==> src/rtl/map_port_arbiter_if.sv <==
// Request/return bundle between the map movers and the arbiter, plus the BRAM
// port B command and read-data signals the arbiter drives and consumes.
interface map_port_arbiter_if #(
  parameter int NUM_REQ = 6,
  parameter int ADDR_W  = 11,
  parameter int DATA_W  = 4
);
  logic                      hold;
  logic [NUM_REQ-1:0]        req;
  logic [NUM_REQ-1:0]        req_we;
  logic [NUM_REQ*ADDR_W-1:0] req_addr;
  logic [NUM_REQ*DATA_W-1:0] req_wdata;
  logic [NUM_REQ-1:0]        gnt;
  logic [NUM_REQ-1:0]        rd_valid;
  logic [DATA_W-1:0]         rd_data;
  logic [ADDR_W-1:0]         mem_addr;
  logic                      mem_we;
  logic [DATA_W-1:0]         mem_din;
  logic [DATA_W-1:0]         mem_dout;

  // The master side is everything around the arbiter: the movers and the BRAM.
  modport master (
    output hold, req, req_we, req_addr, req_wdata, mem_dout,
    input  gnt, rd_valid, rd_data, mem_addr, mem_we, mem_din
  );

  modport slave (
    input  hold, req, req_we, req_addr, req_wdata, mem_dout,
    output gnt, rd_valid, rd_data, mem_addr, mem_we, mem_din
  );
endinterface

==> src/rtl/map_port_arbiter.sv <==
// Round-robin arbiter sharing map BRAM port B between the movers; one access
// per cycle, grant registered with the BRAM command, read data two cycles later.
module map_port_arbiter #(
  parameter int NUM_REQ = 6,
  parameter int ADDR_W  = 11,
  parameter int DATA_W  = 4
) (
  input  logic              vga_pix_clk,
  input  logic              rst,
  map_port_arbiter_if.slave bus
);

  localparam int               PTR_W    = (NUM_REQ > 1) ? $clog2(NUM_REQ) : 1;
  localparam logic [PTR_W-1:0] LAST_IDX = PTR_W'(NUM_REQ - 1);

  logic [PTR_W-1:0]   ptr_q,      ptr_d;
  logic [NUM_REQ-1:0] gnt_q,      gnt_d;
  logic [NUM_REQ-1:0] rd_valid_q, rd_valid_d;
  logic [ADDR_W-1:0]  mem_addr_q, mem_addr_d;
  logic               mem_we_q,   mem_we_d;
  logic [DATA_W-1:0]  mem_din_q,  mem_din_d;

  logic [NUM_REQ-1:0] eligible;
  logic               found;
  logic [PTR_W-1:0]   win_idx;
  logic [PTR_W:0]     cand;

  // A requester shown a grant this cycle is still holding req; mask it out.
  assign eligible = bus.req & ~gnt_q & {NUM_REQ{~bus.hold}};

  always_comb begin
    // NOTE: every combinational output gets a default before any branch, so no path infers a latch.
    found   = 1'b0;
    win_idx = '0;
    cand    = '0;
    for (int off = 0; off < NUM_REQ; off++) begin
      cand = {1'b0, ptr_q} + (PTR_W+1)'(off);
      if (cand >= (PTR_W+1)'(NUM_REQ)) begin
        cand = cand - (PTR_W+1)'(NUM_REQ);
      end
      if (!found && eligible[cand[PTR_W-1:0]]) begin
        found   = 1'b1;
        win_idx = cand[PTR_W-1:0];
      end
    end
  end

  always_comb begin
    gnt_d      = '0;
    mem_we_d   = 1'b0;
    mem_addr_d = mem_addr_q;
    mem_din_d  = mem_din_q;
    ptr_d      = ptr_q;
    // The return tag: a read on the port this cycle returns next cycle.
    rd_valid_d = mem_we_q ? '0 : gnt_q;
    if (found) begin
      gnt_d[win_idx] = 1'b1;
      mem_we_d       = bus.req_we[win_idx];
      mem_addr_d     = bus.req_addr[int'(win_idx)*ADDR_W +: ADDR_W];
      mem_din_d      = bus.req_wdata[int'(win_idx)*DATA_W +: DATA_W];
      ptr_d          = (win_idx == LAST_IDX) ? '0 : win_idx + 1'b1;
    end
  end

  always_ff @(posedge vga_pix_clk) begin
    // NOTE: sequential state uses non-blocking assignments so every register updates from pre-edge values.
    if (rst) begin
      // NOTE: reset also clears the return tag, so a read granted just before rst never returns.
      ptr_q      <= '0;
      gnt_q      <= '0;
      rd_valid_q <= '0;
      mem_addr_q <= '0;
      mem_we_q   <= 1'b0;
      mem_din_q  <= '0;
    end else begin
      ptr_q      <= ptr_d;
      gnt_q      <= gnt_d;
      rd_valid_q <= rd_valid_d;
      mem_addr_q <= mem_addr_d;
      mem_we_q   <= mem_we_d;
      mem_din_q  <= mem_din_d;
    end
  end

  assign bus.gnt      = gnt_q;
  assign bus.rd_valid = rd_valid_q;
  assign bus.rd_data  = (|rd_valid_q) ? bus.mem_dout : '0;
  assign bus.mem_addr = mem_addr_q;
  assign bus.mem_we   = mem_we_q;
  assign bus.mem_din  = mem_din_q;

  a_gnt_onehot: assert property (@(posedge vga_pix_clk) disable iff (rst) $onehot0(gnt_q));
  a_rd_onehot:  assert property (@(posedge vga_pix_clk) disable iff (rst) $onehot0(rd_valid_q));
  a_no_b2b:     assert property (@(posedge vga_pix_clk) disable iff (rst) (gnt_q & gnt_d) == '0);

endmodule

==> src/flat_wrapper.sv <==
// flat-port wrapper written by rule: the top's interface ports become plain ports
module map_port_arbiter_flat 
#(
  parameter int NUM_REQ = 6,
  parameter int ADDR_W  = 11,
  parameter int DATA_W  = 4
)
  (vga_pix_clk, rst, bus_hold, bus_req, bus_req_we, bus_req_addr, bus_req_wdata, bus_mem_dout, bus_gnt, bus_rd_valid, bus_rd_data, bus_mem_addr, bus_mem_we, bus_mem_din);
  map_port_arbiter_if #(.NUM_REQ(NUM_REQ), .ADDR_W(ADDR_W), .DATA_W(DATA_W)) bus_i ();
  input  logic vga_pix_clk;
  input  logic rst;
  input wire logic [$bits(bus_i.hold)-1:0] bus_hold;
  input wire logic [$bits(bus_i.req)-1:0] bus_req;
  input wire logic [$bits(bus_i.req_we)-1:0] bus_req_we;
  input wire logic [$bits(bus_i.req_addr)-1:0] bus_req_addr;
  input wire logic [$bits(bus_i.req_wdata)-1:0] bus_req_wdata;
  input wire logic [$bits(bus_i.mem_dout)-1:0] bus_mem_dout;
  output wire logic [$bits(bus_i.gnt)-1:0] bus_gnt;
  output wire logic [$bits(bus_i.rd_valid)-1:0] bus_rd_valid;
  output wire logic [$bits(bus_i.rd_data)-1:0] bus_rd_data;
  output wire logic [$bits(bus_i.mem_addr)-1:0] bus_mem_addr;
  output wire logic [$bits(bus_i.mem_we)-1:0] bus_mem_we;
  output wire logic [$bits(bus_i.mem_din)-1:0] bus_mem_din;
  assign bus_i.hold = bus_hold;
  assign bus_i.req = bus_req;
  assign bus_i.req_we = bus_req_we;
  assign bus_i.req_addr = bus_req_addr;
  assign bus_i.req_wdata = bus_req_wdata;
  assign bus_i.mem_dout = bus_mem_dout;
  assign bus_gnt = bus_i.gnt;
  assign bus_rd_valid = bus_i.rd_valid;
  assign bus_rd_data = bus_i.rd_data;
  assign bus_mem_addr = bus_i.mem_addr;
  assign bus_mem_we = bus_i.mem_we;
  assign bus_mem_din = bus_i.mem_din;
  map_port_arbiter #(.NUM_REQ(NUM_REQ), .ADDR_W(ADDR_W), .DATA_W(DATA_W)) u_core (.vga_pix_clk(vga_pix_clk), .rst(rst), .bus(bus_i));
endmodule
==> config.mk <==
export PLATFORM = sky130hd
export DESIGN_NAME = map_port_arbiter_flat
export DESIGN_NICKNAME = d
export VERILOG_FILES = /design/src/rtl/map_port_arbiter_if.sv /design/src/rtl/map_port_arbiter.sv /design/src/flat_wrapper.sv
export SDC_FILE = /design/constraint.sdc
export NUM_CORES = 1
export LEC_CHECK = 0
export CORE_MARGIN = 5
export CORE_UTILIZATION = 41
export DETAILED_ROUTE_END_ITERATION = 10
export PLACE_DENSITY = 0.91
export SYNTH_ARGS = -nofsm -noshare
export SYNTH_HDL_FRONTEND = slang
export SYNTH_SLANG_ARGS = --single-unit
==> constraint.sdc <==
create_clock -name vga_pix_clk -period 3.8 [get_ports vga_pix_clk]
set_input_delay 0.57 -clock vga_pix_clk [delete_from_list [all_inputs] [get_ports vga_pix_clk]]
set_output_delay 0.57 -clock vga_pix_clk [all_outputs]
set_load 0.05 [all_outputs]
==> reports/qor.csv <==
metric;value;unit
Main synth FF type;dfxtp_1;
Worst EP required;3.99;ns
Clock Power Share;6.1;%
antenna-violating nets left;0;
CTS H-tree lvls;2;
final hold vios;0;
Synth area leader;dfxtp_1;
DRC viols;0;
Hold WC Path Type;register to register;
Max-slew headroom;62.7;%
fill count;503;
largest family of logic cells by synthesized area;compound AO/OA/AOI/OAI gates;
Die H;92.3;µm
via count;3046;
routed len/inst;18.0;µm
post-synthesis async set-or-reset flop share;0;%
synth unique cells;70;
clock sink count;31;
RePlAce Congestion;1.06;
layout cells sized above 1;12.5;%
port bufs;140;
crit start category;input pin;
CTS tree;built;
DP Area;4310;µm²
total grt overflow;0;
Worst Tran Pin Value;0.558;ns
minimum clock period;3.59;ns
DR vias/cell;5.68;
WP data arrival;3.78;ns
# IOs;141;
Highest Clock Rate;0.279;GHz
max-cap viol count;0;
initial antenna violation count;0;
Total Wirelength;9670;µm
flops & latches, synth;31;
Sw Pwr;0.00241;W
clock skew;0.0136;ns
Worst-path clk slew;0.08;ns
kind of critical path;input pin to register;
row cnt;30;
Final period util;94.4;%
Syn. warnings;0;
clock root buffer;clkbuf_8;
Layout Area Growth over Synthesis;60.9;%
top cells by area, synth;dfxtp_1 22%, mux2i_1 18%, o221a_1 6.1%;
vias in the first global route;3228;
synthesized area;2780;µm²
total power draw;0.00483;W
Avg Cell Area, Syn;9.06;µm²
Pins Over Slew Limit;0;
area share of fa/ha/maj cells after synthesis;4.05;%
drt initial violations;233;
diodes inserted;0;
Die Wd;92.3;µm
Seq/Total Area, Yosys;22.3;%
First-pass DRT Iterations;4;
Int Pwr;0.00242;W
Die ar.;8530;µm²
Crit. End Element;register;
Yosys top cell area share;22.3;%
FF-to-FF setup slack;0.24;ns
Synth Area in Simple Gates;19.6;%
Switching Share;49.9;%
GRT Overall Usage;21.7;%
Clock Latency Late Sink;0.29;ns
most frequent cells in the layout;140 x clkdlybuf4s50_1, 50 x mux2i_1, 30 x dfxtp_1, 19 x buf_4, 17 x o22ai_1;
syn_nets;425;
largest net degree at the start of global routing;32;
Crit Path Max Fanout;16;
first-pass GRT wire length;15000;µm
Leak;1.79;nW
setup TNS;0;ns
hpwl dp;7750;µm
Starting Density;41.6;%
Post-synth EDFFs;0;
hold buffer count at cts;0;
outcome;finished clean;
compound-cell area share of the yosys netlist;24.4;%
Gate power share;82.9;%
Max Root-Sink Buffers;2;
mux cell area share after synthesis;21.0;%
Inserted Clock Buffers;5;
Core Footprint;6680;µm²
post-route cell area;4470;µm²
Flop pwr share;11.0;%
xor/xnor cell area share of the yosys netlist;1.85;%
fin nets;573;
Worst VDD drop;1010;µV
most common cell after layout, fill and taps aside;clkdlybuf4s50_1;
setup violators final;0;
cell area power density;1080;nW/µm²
synthesized instance count;307;
## routing by layer
layer | part of all wire, % | wire length [µm] | vias to the layer above | track usage, %
met5 | 0 | 0 | - | 0
met1 | 39 | 3780 | 1422 | 24.7
met2 | 50 | 4860 | 134 | 39.1
li1 | - | - | 1468 | -
met4 | 2.7 | 263 | 0 | 7.92
met3 | 8.0 | 771 | 22 | 5.04
## state kept, by name (all words and copies together), names as in the netlist
signal / count
u_core.bus.mem_din: 4
u_core.bus.mem_addr: 11
u_core.bus.gnt: 6
u_core.ptr_q: 3
u_core.bus.mem_we: 1
u_core.bus.rd_valid: 6
## through the flow
step | cells | worst slack, ns | hold slack (ns) | util, %
detailed placement | 526 | -0.0897 | 0.450 | 64.6
global route | 536 | -0.00702 | 0.482 | 67.0
global placement | 526 | 0.0220 | 0.440 | 64.6
finish | 536 | 0.213 | 0.457 | 67.0
CTS | 534 | 0.162 | 0.460 | 66.1
floorplan | 307 | 0.353 | 0.639 | -
## cell usage after synthesis (2+ instances only)
cell type and count:
ha_1 9, nor3b_1 3, buf_2 7, nor2_1 16, and2_1 12, or3_1 5
a31oi_1 3, nor3_2 2, nand3b_1 3, buf_6 3, o22ai_1 17, nand4b_1 2
dfxtp_1 31, nand2b_1 2, o221a_1 15, nor2b_1 6, o21ai_1 11, nor4b_1 2
buf_8 3, nor4_1 3, nand3_1 5, nor2_2 2, clkbuf_1 5, a21oi_1 10
mux2i_1 51, nor3_1 5, inv_1 8, and3b_1 2, buf_4 3, xnor2_1 3
o21ai_0 11, mux2i_2 2, nand2_1 7, a221oi_1 2
## logic make-up after synthesis
logic type                 count (synthesis)
muxes                                     56
adders and majority gates                  9
AOI/OAI and AO/OA                         89
xor gates and xnor gates                   5
and+or+nand+nor                           87
buffers and inverters                     30
DFF                                       31
## power groups by stage
stage               combinational, W  clock [W]  sequential, W
finish                       0.00401   0.000296       0.000530
detailed placement           0.00386          0       0.000529
floorplan                    0.00265          0       0.000823
global placement             0.00373          0       0.000528
CTS                          0.00385   0.000298       0.000526
global route                 0.00430   0.000311       0.000542
## critical path, stage by stage
cell             delay (ns)
clkdlybuf4s50_1        0.50
and4bb_1               0.26
nor2_2                 0.19
mux2i_2                0.13
a2111oi_4              0.41
buf_4                  0.19
nand3_2                0.08
or3_4                  0.39
a21oi_4                0.25
buf_12                 0.21
mux2i_1                0.25
o22ai_1                0.10
o221a_1                0.22
## final timing paths
| path | startpoint | end | cells past startpoint |
|---|---|---|---|
| setup / recovery | bus_hold | u_core.bus.mem_addr[10]$_SDFFE_PP0P_ | 13 |
| hold / removal | u_core.bus.mem_we$_SDFF_PP0_ | u_core.bus.rd_valid[3]$_SDFF_PP0_ | 1 |
| hold reg to reg | u_core.bus.mem_we$_SDFF_PP0_ | u_core.bus.rd_valid[3]$_SDFF_PP0_ | 1 |
| setup reg to reg | u_core.ptr_q[1]$_SDFFE_PP0P_ | u_core.bus.mem_addr[10]$_SDFFE_PP0P_ | 14 |
## what timing repair did
action | in CTS | in global routing
endpoints found under the setup margin | 0 | 11
resized for setup | 0 | 6
setup buffers | 0 | 1
endpoints found under the hold margin | 0 | 0
## cell type report
cell class	instances	area, µm²	share of cell area (%)
sequential	31	622	13.9
tap	80	100	2.24
timing repair buffer	162	1610	36.0
inverter	9	37.5	0.839
clock inverter	1	7.51	0.168
multi-input combinational	246	2000	44.7
clock buffer	7	96.3	2.15
Note: power is estimated with default switching activity, not from simulation.
